[src/rtl/nn_fixed_pkg.sv]
// -----------------------------------------------------------------------------
// nn_fixed_pkg
// Shared definitions for the signed Q16.16 neuron datapath:
//   FRAC_BITS            fractional bits of the fixed-point format
//   Q_MAX / Q_MIN        saturation limits of a 32-bit signed word
//   Q_ONE                1.0 in Q16.16
//   state_t              control FSM states of neuron_mac
//   q_clamp()            saturation value for a given overflow direction
// -----------------------------------------------------------------------------
package nn_fixed_pkg;

  localparam int          FRAC_BITS = 16;
  localparam logic [31:0] Q_MAX     = 32'h7FFF_FFFF;
  localparam logic [31:0] Q_MIN     = 32'h8000_0000;
  localparam logic [31:0] Q_ONE     = 32'h0001_0000;

  typedef enum logic [1:0] {
    IDLE,   // waiting for the first beat of a vector
    ACCUM,  // streaming beats of a vector
    DRAIN,  // last beat taken, pipeline emptying
    HOLD    // result presented, waiting for out_ready
  } state_t;

  // Clamp value for an overflow whose true result is negative (neg=1)
  // or positive (neg=0).
  function automatic logic [31:0] q_clamp(input logic neg);
    return neg ? Q_MIN : Q_MAX;
  endfunction

endpackage

[src/rtl/neuron_mac_sat_add32.sv]
// -----------------------------------------------------------------------------
// sat_add32
// 32-bit signed saturating adder. A plain 32-bit adder (carry-in tied to 0)
// followed by two's-complement overflow detection and a clamp to Q_MAX/Q_MIN.
// Ports:
//   a, b  in  32  signed operands
//   sum   out 32  saturated sum
//   ovf   out 1   high when the raw sum overflowed and was clamped
// -----------------------------------------------------------------------------
module sat_add32
  import nn_fixed_pkg::*;
(
  input  logic [31:0] a,
  input  logic [31:0] b,
  output logic [31:0] sum,
  output logic        ovf
);

  localparam logic C_IN = 1'b0;

  logic [31:0] raw_sum;

  // Base adder: wrap-around sum with the carry-in held at zero.
  assign raw_sum = a + b + 32'(C_IN);

  // Overflow only when both operands share a sign the result does not.
  assign ovf = (a[31] == b[31]) && (raw_sum[31] != a[31]);
  assign sum = ovf ? q_clamp(a[31]) : raw_sum;

endmodule

[src/rtl/neuron_mac.sv]
// -----------------------------------------------------------------------------
// neuron_mac
// Sequential Q16.16 multiply-accumulate neuron stage. Takes a stream of
// (activation, weight) beats, multiplies each pair (stage 1), and accumulates
// the products onto a bias captured on the first beat (stage 2), saturating
// at every step. One result is emitted per vector, with a sticky overflow flag.
//
// Optional build macro: NEURON_MAC_RELU_EN -- when defined, negative results
// are replaced with zero on out_data (out_ovf unaffected).
//
// Ports:
//   clk        in   rising-edge clock
//   rst_n      in   synchronous active-low reset
//   in_valid   in   input beat valid
//   in_ready   out  block can accept a beat (IDLE/ACCUM)
//   in_x       in   activation, signed Q16.16
//   in_w       in   weight, signed Q16.16
//   in_last    in   final beat of the vector
//   bias       in   signed Q16.16, sampled on the first beat of a vector
//   out_valid  out  result valid (HOLD)
//   out_ready  in   downstream accepts the result
//   out_data   out  accumulated result, signed Q16.16
//   out_ovf    out  sticky: saturation occurred somewhere in this vector
// -----------------------------------------------------------------------------
module neuron_mac
  import nn_fixed_pkg::*;
#(
  parameter int FRAC_BITS = nn_fixed_pkg::FRAC_BITS,
  parameter int DATA_W    = 32
) (
  input  logic              clk,
  input  logic              rst_n,
  input  logic              in_valid,
  output logic              in_ready,
  input  logic [DATA_W-1:0] in_x,
  input  logic [DATA_W-1:0] in_w,
  input  logic              in_last,
  input  logic [DATA_W-1:0] bias,
  output logic              out_valid,
  input  logic              out_ready,
  output logic [DATA_W-1:0] out_data,
  output logic              out_ovf
);

  localparam int PW = 2 * DATA_W;

  state_t state, state_nxt;

  logic accept;
  logic first_beat;

  assign accept     = in_valid && in_ready;
  assign first_beat = accept && (state == IDLE);

  // ---------------------------------------------------------------------------
  // Stage 1: full-precision product, rescaled and saturated
  // ---------------------------------------------------------------------------
  logic signed [PW-1:0] prod_full;
  logic signed [PW-1:0] prod_shr;
  logic                 prod_fits;
  logic [DATA_W-1:0]    prod_sat;

  assign prod_full = $signed(in_x) * $signed(in_w);
  // Arithmetic shift gives floor truncation of the fractional bits.
  assign prod_shr  = prod_full >>> FRAC_BITS;
  // The rescaled product fits in DATA_W bits only if everything from the
  // result's sign bit upward is a pure sign extension.
  assign prod_fits = (&prod_shr[PW-1:DATA_W-1]) || !(|prod_shr[PW-1:DATA_W-1]);
  assign prod_sat  = prod_fits ? prod_shr[DATA_W-1:0] : q_clamp(prod_shr[PW-1]);

  logic              s1_valid;
  logic              s1_first;
  logic              s1_last;
  logic              s1_ovf;
  logic [DATA_W-1:0] s1_prod;
  logic [DATA_W-1:0] bias_q;

  // NOTE: sequential state is written with non-blocking assignments so every
  // register samples the pre-edge values, regardless of statement order.
  always_ff @(posedge clk) begin
    if (!rst_n) begin
      s1_valid <= 1'b0;
    end else begin
      s1_valid <= accept;
    end
  end

  // NOTE: pure datapath registers carry no reset; they are only consumed
  // when their qualifying valid bit (which is reset) says they are live.
  always_ff @(posedge clk) begin
    if (accept) begin
      s1_prod  <= prod_sat;
      s1_ovf   <= !prod_fits;
      s1_first <= first_beat;
      s1_last  <= in_last;
    end
    if (first_beat) begin
      bias_q <= bias;
    end
  end

  // ---------------------------------------------------------------------------
  // Stage 2: saturating accumulate onto bias (first beat) or running sum
  // ---------------------------------------------------------------------------
  logic [DATA_W-1:0] acc;
  logic              ovf_q;
  logic              s2_done;
  logic [DATA_W-1:0] add_sum;
  logic              add_ovf;

  sat_add32 u_sat_add32 (
    .a   (s1_first ? bias_q : acc),
    .b   (s1_prod),
    .sum (add_sum),
    .ovf (add_ovf)
  );

  always_ff @(posedge clk) begin
    if (!rst_n) begin
      acc     <= '0;
      ovf_q   <= 1'b0;
      s2_done <= 1'b0;
    end else begin
      // One-cycle pulse: the final product of the vector has just been added.
      s2_done <= s1_valid && s1_last;
      // The pipeline is empty in IDLE, so the clear and the accumulate below
      // never coincide.
      if (first_beat) begin
        ovf_q <= 1'b0;
      end
      if (s1_valid) begin
        acc   <= add_sum;
        ovf_q <= (s1_first ? 1'b0 : ovf_q) | s1_ovf | add_ovf;
      end
    end
  end

  // ---------------------------------------------------------------------------
  // Control FSM
  // ---------------------------------------------------------------------------
  always_ff @(posedge clk) begin
    if (!rst_n) begin
      state <= IDLE;
    end else begin
      state <= state_nxt;
    end
  end

  // NOTE: combinational blocks assign a default first so no path can leave
  // a signal unassigned and infer a latch.
  always_comb begin
    state_nxt = state;
    unique case (state)
      IDLE:  if (accept) state_nxt = in_last ? DRAIN : ACCUM;
      ACCUM: if (accept && in_last) state_nxt = DRAIN;
      DRAIN: if (s2_done) state_nxt = HOLD;
      HOLD:  if (out_ready) state_nxt = IDLE;
      default: state_nxt = IDLE;
    endcase
  end

  always_comb begin
    in_ready  = 1'b0;
    out_valid = 1'b0;
    unique case (state)
      IDLE, ACCUM: in_ready  = 1'b1;
      HOLD:        out_valid = 1'b1;
      default: ;
    endcase
  end

  // ---------------------------------------------------------------------------
  // Result
  // ---------------------------------------------------------------------------
`ifdef NEURON_MAC_RELU_EN
  assign out_data = acc[DATA_W-1] ? '0 : acc;
`else
  assign out_data = acc;
`endif
  assign out_ovf = ovf_q;

endmodule

[config.mk]
export PLATFORM = sky130hd
export DESIGN_NAME = neuron_mac
export DESIGN_NICKNAME = d
export VERILOG_FILES = /design/src/rtl/nn_fixed_pkg.sv /design/src/rtl/neuron_mac_sat_add32.sv /design/src/rtl/neuron_mac.sv
export SDC_FILE = /design/constraint.sdc
export NUM_CORES = 2
export LEC_CHECK = 0
export CAP_MARGIN = 20
export CORE_MARGIN = 5
export CORE_UTILIZATION = 40
export CTS_CLUSTER_SIZE = 14
export DETAILED_ROUTE_END_ITERATION = 10
export GPL_ROUTABILITY_DRIVEN = 0
export PLACE_DENSITY = 0.64
export SLEW_MARGIN = 15
export SYNTH_ARGS = -nofsm -noshare
export SYNTH_HDL_FRONTEND = slang
export SYNTH_SLANG_ARGS = --single-unit
[constraint.sdc]
create_clock -name clk -period 19.5 [get_ports clk]
set_clock_uncertainty 0.1 [all_clocks]
set_input_delay 2.925 -clock clk [delete_from_list [all_inputs] [get_ports clk]]
set_output_delay 2.925 -clock clk [all_outputs]
set_load 0.02 [all_outputs]
Word-level counts from Yosys, hierarchy flattened

Index checks and enable logic that the tools add are counted.

Register bits: 104
Bits in latches: 0
RAM bits: 0
ROM bits: 0
Bits of input ports: 101
Output and inout bits: 35
Word-level logic and storage cells: 53
Memories kept: 0

Add/subtract/negate cells: 1
Multiply operators: 1
Divide/modulo/power cells: 0
Magnitude comparators: 0
Equality and inequality tests: 9
Shifts and indexed selects: 0
Muxes and demuxes: 16
Bitwise logic cells: 2
Reduce and logical (&&, ||, !) cells: 14

Operator list:

| operator                                                               | count |
|---|---|
| 32-bit two-way mux                                                     | 5 |
| 32-bit by 32-bit multiplier with 64-bit output                         | 1 |
| 32-bit adder                                                           | 1 |
| 17-bit AND reduction                                                   | 1 |
| 17-bit OR reduction                                                    | 1 |
| 2-bit two-way mux                                                      | 5 |
| 2-bit inequality test (second input constant)                          | 4 |
| 2-bit case mux with 4 select lines                                     | 1 |
| 1-bit logical AND                                                      | 5 |
| 1-bit two-way mux                                                      | 5 |
| 2-bit equality test (second input constant)                            | 2 |
| 4-bit AND reduction                                                    | 1 |
| 2-bit by 1-bit equality test with 1-bit output (second input constant) | 1 |
| 1-bit zero test                                                        | 2 |
| 2-bit zero test                                                        | 1 |
| 1-bit OR                                                               | 2 |
| 2-bit nonzero test                                                     | 1 |
| 2-bit OR reduction                                                     | 1 |
| 1-bit equality test                                                    | 1 |
| 1-bit logical OR                                                       | 1 |
| 1-bit inequality test                                                  | 1 |

Depth between registers and ports, before layout

Depth in word-level cells: 7
Depth in mapped cells: 32
Gate-level depth less buffers: 28

Hierarchy

From an unflattened synthesis, not the netlist that was laid out.

Cell total of the unflattened synthesis: 4542
Area total of the unflattened synthesis: 42957.4 um2

By module, submodules not included:

| module     | instances | cells each | area an instance (um2) | sequential area each (um2) |
|---|---|---|---|---|
| neuron_mac | 1         | 4243       | 40847.9                | 2752.6 |
| sat_add32  | 1         | 299        | 2109.5                 | 0.0 |

Least setup slack after synthesis

No wires, ideal clock.

Path type: input to register
Start: in in_w[2]
End: reg s1_prod[21], data pin
Library setup time: 0.263 ns
Data arrival time: 11.109 ns
Required time: 19.137 ns
Path slack: 8.027 ns
Cell stages on the path: 28
Path buffers: 4
Cells stage by stage: clkbuf_1 > nand2_1 > inv_1 > fa_1 > fa_1 > fa_1 > inv_1 > fa_1 > inv_1 > fa_1 > fa_1 > inv_1 > fa_1 > fa_1 > inv_1 > ha_1 > clkbuf_1 > a2111oi_0 > o31ai_1 > o21a_1 > a211o_1 > o31a_1 > a21oi_1 > nand4_1 > o41ai_2 > buf_4 > buf_12 > o21ai_1

Longest elaborated chain between the ends: 5
Elaborated cells on any way between the ends: 7
Classes of those cells: mul (1); mux (2); reduce/logical (4)

RTL lines:

| item                                             | line             | text |
|---|---|---|
| start, declared                                  | neuron_mac.sv:36 | `input logic [DATA_W-1:0] in_w,` |
| 32-bit by 32-bit multiplier with 64-bit output * | neuron_mac.sv:63 | `assign prod_full = $signed(in_x) * $signed(in_w);` |
| 17-bit OR reduction                              | neuron_mac.sv:68 | `assign prod_fits = (&prod_shr[PW-1:DATA_W-1]) \|\| !(\|prod_shr[PW-1:DATA_W-1]);` |
| 1-bit zero test                                  | neuron_mac.sv:68 |  |
| 1-bit logical OR                                 | neuron_mac.sv:68 |  |
| 32-bit two-way mux *                             | neuron_mac.sv:69 | `assign prod_sat = prod_fits ? prod_shr[DATA_W-1:0] : q_clamp(prod_shr[PW-1]);` |
| net prod_sat[21]                                 | neuron_mac.sv:61 | `logic [DATA_W-1:0] prod_sat;` |
| end signal, assigned                             | neuron_mac.sv:92 | `s1_prod <= prod_sat;` |
| end, declared                                    | neuron_mac.sv:75 | `logic [DATA_W-1:0] s1_prod;` |

Mark *: on every way through the listed nets, which the timed path passes. The rest lies on a longest branch.
A chain may end at the register's enable or synchronous reset.

Final worst setup path

Start: in in_w[2]
End: reg s1_prod[12], data pin

The elaborated chain is that of the path after synthesis.

==> results.cfg <==
[finish]
ff_latch_area_sq_um = 2754
area_delta_synth_final_pct = 6.634
multi_input_area_sq_um = 34570
fillers = 10120
drive_gt1_frac = 0.03558
finalNetCount = 5777

[clock_tree]
cts_buffer_depth = 2
post-cts-setup-buffer-count = 0
cts_resized = 0
cts_root_buffer = clkbuf_16
clkSinkCount = 104
htreeDepth = 3
tritoncts = done
numCtsBuffers = 9
cts_hold_buffers = 0
clk_pin_slew_ns = 0.07
clock_latency_ns = 0.35

[critical_path]
crit_fanout = 32
cpMaxStageDelayCell = fa_1
criticalPathCategory = in -> reg
start_kind = primary input
slowest_delay_ns = 0.90
arrival_ns = 12.84
cp-end-kind = register
cp_common_cell = fa_1
required_ns = 19.47

[drt]
drc = 0
ant_nets = 0
wirelength_um = 119400
drt-wirelength-per-cell_um = 20.71
drt_iter0_drc = 2055
vias_per_cell = 5.251
dr_total_vias = 30280
drt_first_pass_iters = 5

[synth]
netlist_area_sq_um = 41760
synth-edff-count = 67
async_flop_share = 0
synth_largest_area_cell = fa_1
synth-main-ff-cell = edfxtp_1
syn-num-nets = 5818
ys_ff_latch = 104
synth_area_leaders = fa_1, inv_1, and2_1
synth_cell_types = 70
syn_inst = 4420
synth_top_area_share = 0.5187
seq_area_frac_synth = 0.06592
avgSynthCellArea_sq_um = 9.447
yosysMostFrequentCell = fa_1
yosysWarnings = 0
ys_top_cells_by_count = fa_1, inv_1, nand2_1, and2_1, clkbuf_1

[global_route]
antenna_found_initial = 1
grt_pass1_vias = 33210
grt.overflow.total = 0
grt_start_max_net_pins = 38
grt_pass1_wl_um = 192100
grt_util_all_layers = 0.2185

[worst_hold_path]
hold_path.class = reg -> reg

[timing]
hold_violations = 0
fin_crit_ns = 12.87
slew_headroom = 0.3031
fin_tns_setup_ns = 0
worst_pin_slew_ns = 1.045
period_share = 0.6600
report.final.slew_viol_count = 0
rsz0062_at_grt = no
clock.fmax_mhz = 77.70
setup_viol = 0

[die]
ioPinCount = 136
core_area_sq_um = 103600
die_x_um = 333.1
die-area_sq_um = 111000
initial_core_util = 0.4029
die_h_um = 333.1
num_rows = 118

[status]
status = finished, final reports clean

[run]
maxCapViolCount = 0

[place]
hpwl_um = 91310
port_buffers = 135
cells in the final DEF, fill, tap and decap left out, types with 4 or more instances in the layout:
cell | Yosys | final
o21ai_0 | 89 | 89
buf_4 | 1 | 56
nand2_1 | 586 | 586
o21bai_1 | 9 | 9
and2_1 | 507 | 507
xor2_1 | 29 | 29
fa_1 | 1082 | 1082
inv_1 | 937 | 937
clkbuf_16 | 0 | 9
a31oi_1 | 13 | 11
xnor2_1 | 51 | 51
nor4_1 | 9 | 9
a211oi_1 | 13 | 13
nand4_1 | 28 | 28
o21ai_1 | 13 | 13
edfxtp_1 | 67 | 67
ha_1 | 215 | 215
o211ai_1 | 8 | 8
clkdlybuf4s50_1 | 0 | 110
or3_1 | 6 | 6
nor3_1 | 21 | 21
mux2i_1 | 6 | 6
nor2b_1 | 8 | 8
o21ai_2 | 9 | 9
buf_2 | 10 | 25
dfxtp_1 | 37 | 36
a21o_1 | 53 | 53
o21a_1 | 12 | 12
nand2b_1 | 15 | 15
and3_1 | 17 | 17
o2111ai_1 | 4 | 4
a21oi_1 | 123 | 123
nor2_1 | 91 | 91
a211o_1 | 4 | 4
mux2_2 | 31 | 31
nand3_1 | 30 | 30
sequential cells by signal, indices dropped and copies added, names as in the netlist:
signal	flops
bias_q	32
out_data	32
out_ovf	1
s1_first	1
s1_last	1
s1_ovf	1
s1_prod	32
s1_valid	1
s2_done	1
state	2
stage by stage:
stage / setup WS (ns) / std cells / util / hold slack, ns / instance area (sq um)
2_1_floorplan: 8.027 / 4420 / - / 0.3509 / 41760
3_3_place_gp: 6.467 / 5748 / 0.4266 / 0.3564 / 44210
3_5_place_dp: 6.306 / 5748 / 0.4266 / 0.3579 / 44210
4_1_cts: 6.638 / 5764 / 0.4296 / 0.3739 / 44520
5_1_grt: 6.091 / 5765 / 0.4296 / 0.4030 / 44530
6_report: 6.630 / 5766 / 0.4296 / 0.3736 / 44530
routing by layer:
metal | wire length, um | vias to the layer above | track usage
li1 | - | 13030 | -
met4 | 4255 | 0 | 0.05972
met2 | 55790 | 1227 | 0.3628
met3 | 9026 | 226 | 0.03188
met5 | 0 | - | 0
met1 | 50310 | 15790 | 0.3021
final cells by class:
| class | instances | share of cell area |
|---|---|---|
| Multi-Input combinational cell | 3136 | 0.7763 |
| Inverter | 937 | 0.07899 |
| Sequential cell | 104 | 0.06185 |
| Tap cell | 1380 | 0.03878 |
| Timing Repair Buffer | 191 | 0.03698 |
| Clock buffer | 9 | 0.005058 |
| Clock inverter | 7 | 0.001939 |
| Antenna cell | 2 | 0.0001124 |
worst paths after layout:
| path | startpoint | endpoint | slack, ns | cells past startpoint |
|---|---|---|---|---|
| worst min register to register | s1_last$_DFFE_PP_ | s2_done$_SDFF_PN0_ | 0.37 | 1 |
| worst max-delay path | in_w[2] | s1_prod[12]$_DFFE_PP_ | 6.63 | 28 |
| worst max register to register | s1_first$_DFFE_PP_ | out_data[26]$_SDFFE_PN0P_ | 14.80 | 15 |
| worst min-delay path | s1_last$_DFFE_PP_ | s2_done$_SDFF_PN0_ | 0.37 | 1 |
logic make-up (layout without fill, tap and decap cells):
logic type / count (synthesis) / count (layout) / synth area share
AO/OA/AOI/OAI: 392 / 392 / 0.05972
XOR/XNOR: 80 / 80 / 0.01678
adder cells (fa/ha/maj): 1297 / 1297 / 0.5831
buffers and inverters: 1180 / 1144 / 0.1068
flip-flops: 104 / 104 / 0.06592
multiplexers: 37 / 37 / 0.009798
other: 0 / 2 / 0
AND/OR/NAND/NOR: 1330 / 1330 / 0.1578
critical path, delay by kind of cell:
kind            cells  cell delay, ns
compound gates      8            1.79
fa+ha+maj           9            5.19
buf+inv             8            2.11
simple gates        3            0.79
Power is left out: the tool's default activity adds up to more than one toggle a clock period on the data nets, which glitch-free logic cannot reach.
